--- config.mk ---
export PLATFORM = sky130hd
export DESIGN_NAME = uart_alu_interface
export DESIGN_NICKNAME = d
export VERILOG_FILES = /design/src/rtl/uart_alu_interface.sv
export SDC_FILE = /design/constraint.sdc
export NUM_CORES = 1
export LEC_CHECK = 0
export ABC_AREA = 1
export CORE_MARGIN = 2
export CORE_UTILIZATION = 41
export CTS_CLUSTER_SIZE = 16
export DETAILED_ROUTE_END_ITERATION = 10
export DONT_BUFFER_PORTS = 1
export PLACE_DENSITY_LB_ADDON = 0.05
export REMOVE_ABC_BUFFERS = 1
export SLEW_MARGIN = 20
export SYNTH_ARGS = -nofsm -noshare
export SYNTH_HDL_FRONTEND = slang
export SYNTH_SLANG_ARGS = --single-unit
--- constraint.sdc ---
create_clock -name i_clock -period 3.67 [get_ports i_clock]
set_input_delay 0.367 -clock i_clock [delete_from_list [all_inputs] [get_ports i_clock]]
set_output_delay 0.367 -clock i_clock [all_outputs]
set_load 0.01 [all_outputs]
--- src/rtl/uart_alu_interface.sv ---
// rtl/uart_alu_interface.sv - frames three uart bytes into ALU operands/opcode and returns the result to the uart transmitter
module uart_alu_interface #(
    parameter int N_BITS  = 8,
    parameter int N_OP    = 6,
    parameter int TIMEOUT = 100000000,
    parameter int NB_TOUT = 27
) (
    input  logic              i_clock,
    input  logic              i_reset,
    input  logic              i_rx_done_tick,
    input  logic [N_BITS-1:0] i_rx_data,
    input  logic              i_tx_done_tick,
    input  logic [N_BITS-1:0] i_alu_result,
    output logic [N_BITS-1:0] o_data_a,
    output logic [N_BITS-1:0] o_data_b,
    output logic [N_OP-1:0]   o_op,
    output logic              o_tx_start,
    output logic [N_BITS-1:0] o_tx_data,
    output logic              o_timeout
);

    typedef enum logic [2:0] {
        WAIT_A  = 3'd0,
        WAIT_B  = 3'd1,
        WAIT_OP = 3'd2,
        SEND    = 3'd3,
        WAIT_TX = 3'd4
    } state_t;

    localparam logic [NB_TOUT-1:0] TOUT_LAST = NB_TOUT'(TIMEOUT - 1);

    state_t              state_q, state_d;
    logic [N_BITS-1:0]   shadow_a_q, shadow_a_d;
    logic [N_BITS-1:0]   shadow_b_q, shadow_b_d;
    logic [NB_TOUT-1:0]  cnt_q, cnt_d;
    logic [N_BITS-1:0]   data_a_q, data_a_d;
    logic [N_BITS-1:0]   data_b_q, data_b_d;
    logic [N_OP-1:0]     op_q, op_d;
    logic [N_BITS-1:0]   tx_data_q, tx_data_d;
    logic                tx_start_q, tx_start_d;
    logic                timeout_q, timeout_d;

    always_ff @(posedge i_clock or negedge i_reset) begin
        if (!i_reset) begin
            state_q    <= WAIT_A;
            shadow_a_q <= '0;
            shadow_b_q <= '0;
            cnt_q      <= '0;
            data_a_q   <= '0;
            data_b_q   <= '0;
            op_q       <= '0;
            tx_data_q  <= '0;
            tx_start_q <= 1'b0;
            timeout_q  <= 1'b0;
        end else begin
            state_q    <= state_d;
            shadow_a_q <= shadow_a_d;
            shadow_b_q <= shadow_b_d;
            cnt_q      <= cnt_d;
            data_a_q   <= data_a_d;
            data_b_q   <= data_b_d;
            op_q       <= op_d;
            tx_data_q  <= tx_data_d;
            tx_start_q <= tx_start_d;
            timeout_q  <= timeout_d;
        end
    end

    always_comb begin
        state_d    = state_q;
        shadow_a_d = shadow_a_q;
        shadow_b_d = shadow_b_q;
        cnt_d      = '0;
        data_a_d   = data_a_q;
        data_b_d   = data_b_q;
        op_d       = op_q;
        tx_data_d  = tx_data_q;
        tx_start_d = 1'b0;
        timeout_d  = 1'b0;

        unique case (state_q)
            WAIT_A: begin
                if (i_rx_done_tick) begin
                    shadow_a_d = i_rx_data;
                    state_d    = WAIT_B;
                end
            end
            WAIT_B, WAIT_OP: begin
                if (i_rx_done_tick) begin
                    if (state_q == WAIT_B) begin
                        shadow_b_d = i_rx_data;
                        state_d    = WAIT_OP;
                    end else begin
                        // ALU inputs only change here, so a partial frame never disturbs them
                        data_a_d = shadow_a_q;
                        data_b_d = shadow_b_q;
                        op_d     = i_rx_data[N_OP-1:0];
                        state_d  = SEND;
                    end
                end else if (cnt_q == TOUT_LAST) begin
                    timeout_d = 1'b1;
                    state_d   = WAIT_A;
                end else begin
                    cnt_d = cnt_q + 1'b1;
                end
            end
            SEND: begin
                tx_data_d  = i_alu_result;
                tx_start_d = 1'b1;
                state_d    = WAIT_TX;
            end
            WAIT_TX: begin
                if (i_tx_done_tick) begin
                    if (i_rx_done_tick) begin
                        shadow_a_d = i_rx_data;
                        state_d    = WAIT_B;
                    end else begin
                        state_d = WAIT_A;
                    end
                end
            end
            default: state_d = WAIT_A;
        endcase
    end

    assign o_data_a   = data_a_q;
    assign o_data_b   = data_b_q;
    assign o_op       = op_q;
    assign o_tx_start = tx_start_q;
    assign o_tx_data  = tx_data_q;
    assign o_timeout  = timeout_q;

endmodule
==> results of run 1 <==
[cell families after synthesis]
family,synth area share (%)
AO/OA/AOI/OAI,4.89
XOR/XNOR,1.25
adder cells (fa/ha/maj),0.357
buffers and inverters,7.04
flip-flops,55.7
multiplexers,5.14
AND/OR/NAND/NOR,25.6
[repair_timing]
| item | 4_1_cts | 5_1_grt |
|---|---|---|
| hold buffers | 2 | 0 |
| setup endpoints to repair | 0 | 0 |
| endpoints found under the hold margin | 78 | 0 |
[metal layers]
metal  global-route usage [%]  part of all wire, %  vias to the layer above
li1                         -                    -                     1286
met1                     22.2                   47                     1134
met2                     27.4                   47                       33
met3                     5.12                  4.0                        8
met4                     4.58                  1.2                        0
met5                        0                    0                        -
[stage by stage]
step	hold slack, ns	instance area, um^2	total power, mW	worst slack [ns]
floorplan	0.0714	3460	1.72	2.11
finish	0.124	3840	2.53	1.87
global route	0.118	3840	2.72	1.64
CTS	0.117	3830	2.57	1.84
detailed placement	0.0734	3590	1.87	1.85
global placement	0.0730	3590	1.85	1.90
[power by group]
| part | internal (mW) | switching (mW) |
|---|---|---|
| logic | 0.205 | 0.286 |
| registers | 1.12 | 0.251 |
| clock network | 0.325 | 0.349 |
[cells in the mapped netlist (2+ instances only)]
master,count
dfrtp_1,78
nor3_1,7
nand3_1,18
nor2_1,61
nor2_2,4
o21ai_0,26
buf_6,2
inv_2,3
nand4_1,2
inv_1,50
xor2_1,3
clkbuf_1,2
mux2_2,16
nand2_2,2
a21oi_1,5
xnor2_1,2
nand2_1,121
[worst max path at each step]
stage	from	to	slack, ns
floorplan	cnt_q[0]	state_q[1]	2.11
global placement	cnt_q[0]	state_q[2]	1.90
detailed placement	cnt_q[0]	state_q[2]	1.85
CTS	cnt_q[0]	state_q[2]	1.84
global route	cnt_q[0]	state_q[2]	1.64
finish	cnt_q[0]	state_q[2]	1.87
[critical path, delay by kind of cell (launching register included)]
family                   cells  cell delay, ns
adder cells (fa/ha/maj)      1            0.21
flip-flops                   1            0.38
AND/OR/NAND/NOR              8            1.03
buffers and inverters        1            0.07
[registers in the layout, summed over array words and instances, names as in the netlist, 3 cells and up]
| signal | flops |
|---|---|
| o_op | 6 |
| cnt_q | 27 |
| o_data_a | 8 |
| shadow_a_q | 8 |
| state_q | 3 |
| o_tx_data | 8 |
| shadow_b_q | 8 |
| o_data_b | 8 |
[area by class of cell]
cell class	instances	area, um^2	area share [%]
Clock buffer	9	124	3.23
Clock inverter	7	81.3	2.12
Inverter	53	199	5.18
Multi-Input combinational cell	273	1310	34.0
Sequential cell	78	1950	50.9
Tap cell	105	131	3.42
Timing Repair Buffer	3	45.0	1.17
==> run summary, run 1 <==
clock sinks - 78
grt total ovfl - 0
die area - 9300 um^2
slowest CP cell - dfrtp_1
number of diodes - 0
post-CTS sizing - 0
min-delay src - i_alu_result[1]
CP Cell Sequence - ha_1 > nand3_2 > inv_1 > nand2_1 > nor2_1 > nand2_1 > nand2_2 > nand2_1 > nand2_1 > nand2_1
wire per inst - 13.2 um
Final Cycle Share - 49.0%
Placed Instances - 509
Total GRT Usage - 16.9%
die height - 96.4 um
TritonCTS buffer count - 9
Core ar. - 8260 um^2
I/O pins - 52
FF-to-FF Start - cnt_q[0]
post-synth top area share - 55.7%
predominant post-synthesis flop cell - dfrtp_1
Pre-antenna DRT Iters - 4
initial antenna violation count - 0
Crit Path Max Fanout - 19
class of the most critical setup path - flip-flop to flip-flop
slew margin rel. - 60.1%
fillers - 828
Avg Vias per Cell - 4.66
area grow syn2layout - 9.54%
Worst-Margin Slew - 0.596 ns
Die W - 96.4 um
setup TNS - 0 ns
Max Cap Viol - 0
Critical Path Max Stage Delay - 0.38 ns
Critical Path End Type - flip-flop
root buffer cell - clkbuf_8
dominant cells by area after synthesis - dfrtp_1, nand2_1, nor2_1
RSZ-0062 raised after global routing - false
data required time of the worst path - 3.91 ns
Layout Skew - 0.00647 ns
vias in the first global route - 2497
most frequent cells in the layout - nand2_1, dfrtp_1, nor2_1
setup slack, reg-to-reg - 1.87 ns
Util after Layout - 46.5%
RR Endpoint - state_q[2]
Tmin final - 1.80 ns
Most common cell on crit path - nand2_1
#FFs+latches synth - 78
Arrival @ worst endpoint - 2.04 ns
Non-Filler Instances - 528
antenna-violating nets left - 0
CP Launch Type - flip-flop
Via Count - 2461
Post-synth EDFFs - 0
Clock Path Buffers - 2
worst-skew pair later-pin latency - 0.35 ns
Worst Hold Depth - 2
P_leak - 1.86 nW
Total Wirelength - 6980 um
Worst Hold Class - input pin to flip-flop
DRC - 0
TritonCTS clock tree - built
worst r2r path cells - 10
starting density of the core - 42.4%
Synth async-reset ratio - 100%
area leader, netlist - dfrtp_1
H-tree levels - 3
fin. max-slew vios - 0
share of cells above drive strength 1 - 10.9%
FMAX - 556 MHz
Cell variety after synth - 26
post-CTS setup repair buffer count - 0
status - finished clean
Port-buffer cells - 0
GP Congestion - 0.773
Detailed Place HPWL - 4740 um
synthesized area - 3500 um^2
1st-iter DRT viols - 117
NumNets Final - 439
Worst-path clk slew - 0.09 ns
PwrDens - 660 nW/um^2
syn avg cell area - 8.52 um^2
final hold vios - 0
Max VDD drop - 0.422 mV
sequential area share after synthesis - 55.7%
Final setup viols - 0
largest net degree at the start of global routing - 79
Site Rows - 33
global-route wire length before repair - 12100 um
Post-Synthesis Cells - 411
Yosys Warn Count - 0
most common cell after layout, fill and taps aside - nand2_1
worst min-delay path endpoint - o_tx_data[1]
Power figures use the tool's default switching activity.
==> run 2: changes to the inputs <==
- clock period: 3.67 -> 1.6 ns (I/O delays scaled with it)
==> run summary, run 2 (synthesis gave the netlist of run 1 again) <==
status - complete, but fails checks
failing checks - hold timing
Clock Path Buffers - 2
met3 Track Usage GR - 4.19%
Pre-antenna DRT Iters - 4
fin. max-slew vios - 0
CP Launch Type - flip-flop
TritonCTS buffer count - 9
vias in the first global route - 2578
root buffer cell - clkbuf_8
largest net degree at the start of global routing - 79
global route hottest layer - met2
Worst-path clk slew - 0.09 ns
die area - 9300 um^2
setup slack, reg-to-reg - 0.10 ns
Avg Vias per Cell - 4.73
most frequent cells in the layout - nand2_1, dfrtp_1, nor2_1
Arrival @ worst endpoint - 1.77 ns
Final setup viols - 0
die height - 96.4 um
TritonCTS clock tree - built
met2 usage - 29.6%
Max VDD drop - 0.855 mV
area grow syn2layout - 18.9%
H-tree levels - 3
RSZ-0062 raised after global routing - true
Total Wirelength - 7390 um
data required time of the worst path - 1.87 ns
FF-to-FF Start - cnt_q[0]
overall power - 5.92 mW
wire per inst - 13.2 um
global-route wire length before repair - 12300 um
final worst slack - 0.103 ns
worst hold slack - -0.510 ns
DRC - 0
worst r2r path cells - 8
pre-CTS WS - 0.0544 ns
Post-CTS Hold Fix Bufs - 16
share of cells above drive strength 1 - 16.4%
Largest Register - cnt_q
max FFs per register - 27
initial antenna violation count - 0
FMAX - 668 MHz
1st-iter DRT viols - 87
Worst-Margin Slew - 0.278 ns
met1 Use GR - 21.4%
Total GRT Usage - 17.2%
Core ar. - 8260 um^2
slew margin rel. - 81.4%
final hold vios - 78
Final Cycle Share - 93.6%
Critical Path End Type - flip-flop
Port-buffer cells - 0
Crit Path Max Fanout - 4
GP Congestion - 0.792
clock sinks - 78
worst-skew pair later-pin latency - 0.35 ns
antenna-violating nets left - 0
class of the most critical setup path - flip-flop to flip-flop
grt total ovfl - 0
Via Count - 2655
Site Rows - 33
starting density of the core - 42.4%
Worst Hold Class - input pin to asynchronous set/reset pin
Tmin final - 1.50 ns
number of diodes - 0
most common cell after layout, fill and taps aside - nand2_1
RR Endpoint - cnt_q[20]
Die W - 96.4 um
P_leak - 2.01 nW
Layout Skew - 0.0164 ns
Max Cap Viol - 0
I/O pins - 52
PwrDens - 1420 nW/um^2
Detailed Place HPWL - 4940 um
NumNets Final - 472
## run 2: worst max-delay path by stage
stage / from / endpoint / slack (ns) / depth (start not counted)
6_report: cnt_q[0] / cnt_q[20] / 0.10 / 8
3_5_place_dp: cnt_q[0] / cnt_q[21] / 0.05 / 9
4_1_cts: cnt_q[0] / cnt_q[21] / 0.03 / 9
2_1_floorplan: cnt_q[0] / state_q[1] / 0.04 / 10
5_1_grt: cnt_q[0] / cnt_q[22] / -0.03 / 10
3_3_place_gp: cnt_q[0] / cnt_q[26] / 0.09 / 8
## run 2: critical path: stages (launching register included)
cell	delay, ns
dfrtp_1	0.38
ha_2	0.21
nand3_2	0.10
inv_1	0.08
nand2_2	0.09
nor2_4	0.12
buf_2	0.17
a21oi_1	0.08
nor3_1	0.19
## run 2: final cells by class
type                            count  area, um^2
Fill cell                         810        4090
Tap cell                          105         131
Multi-Input combinational cell    273        1340
Sequential cell                    78        1950
Timing Repair Buffer               36         337
Inverter                           53         199
Clock buffer                        9         124
Clock inverter                      7        77.6
## run 2: timing repair
action,4_1_cts,5_1_grt
setup endpoints to repair,0,29
resized for setup,0,15
buffers inserted,0,4
hold endpoints to repair,102,78
## run 2: per-layer routing
metal  part of all wire (%)  wire, um
met2                     50      3690
met5                      0         0
met4                    1.1        83
met3                    4.3       321
met1                     45      3290
## run 2: where the power goes
group	internal (mW)	leakage (nW)	switching [mW]
logic	0.605	0.893	0.655
registers	2.57	1.01	0.574
clock network	0.737	0.101	0.776
## run 2: metrics by stage
step	instances	setup TNS (ns)	cell area (um^2)	hold slack, ns	util, %
final	561	0	4170	-0.510	50.4
after global routing	561	-0.0865	4170	-0.529	50.4
after CTS	556	0	4090	-0.521	49.5
after detailed placement	524	0	3720	-0.134	45.1
after global placement	524	0	3720	-0.134	45.1
after floorplan	404	0	3460	-0.136	-
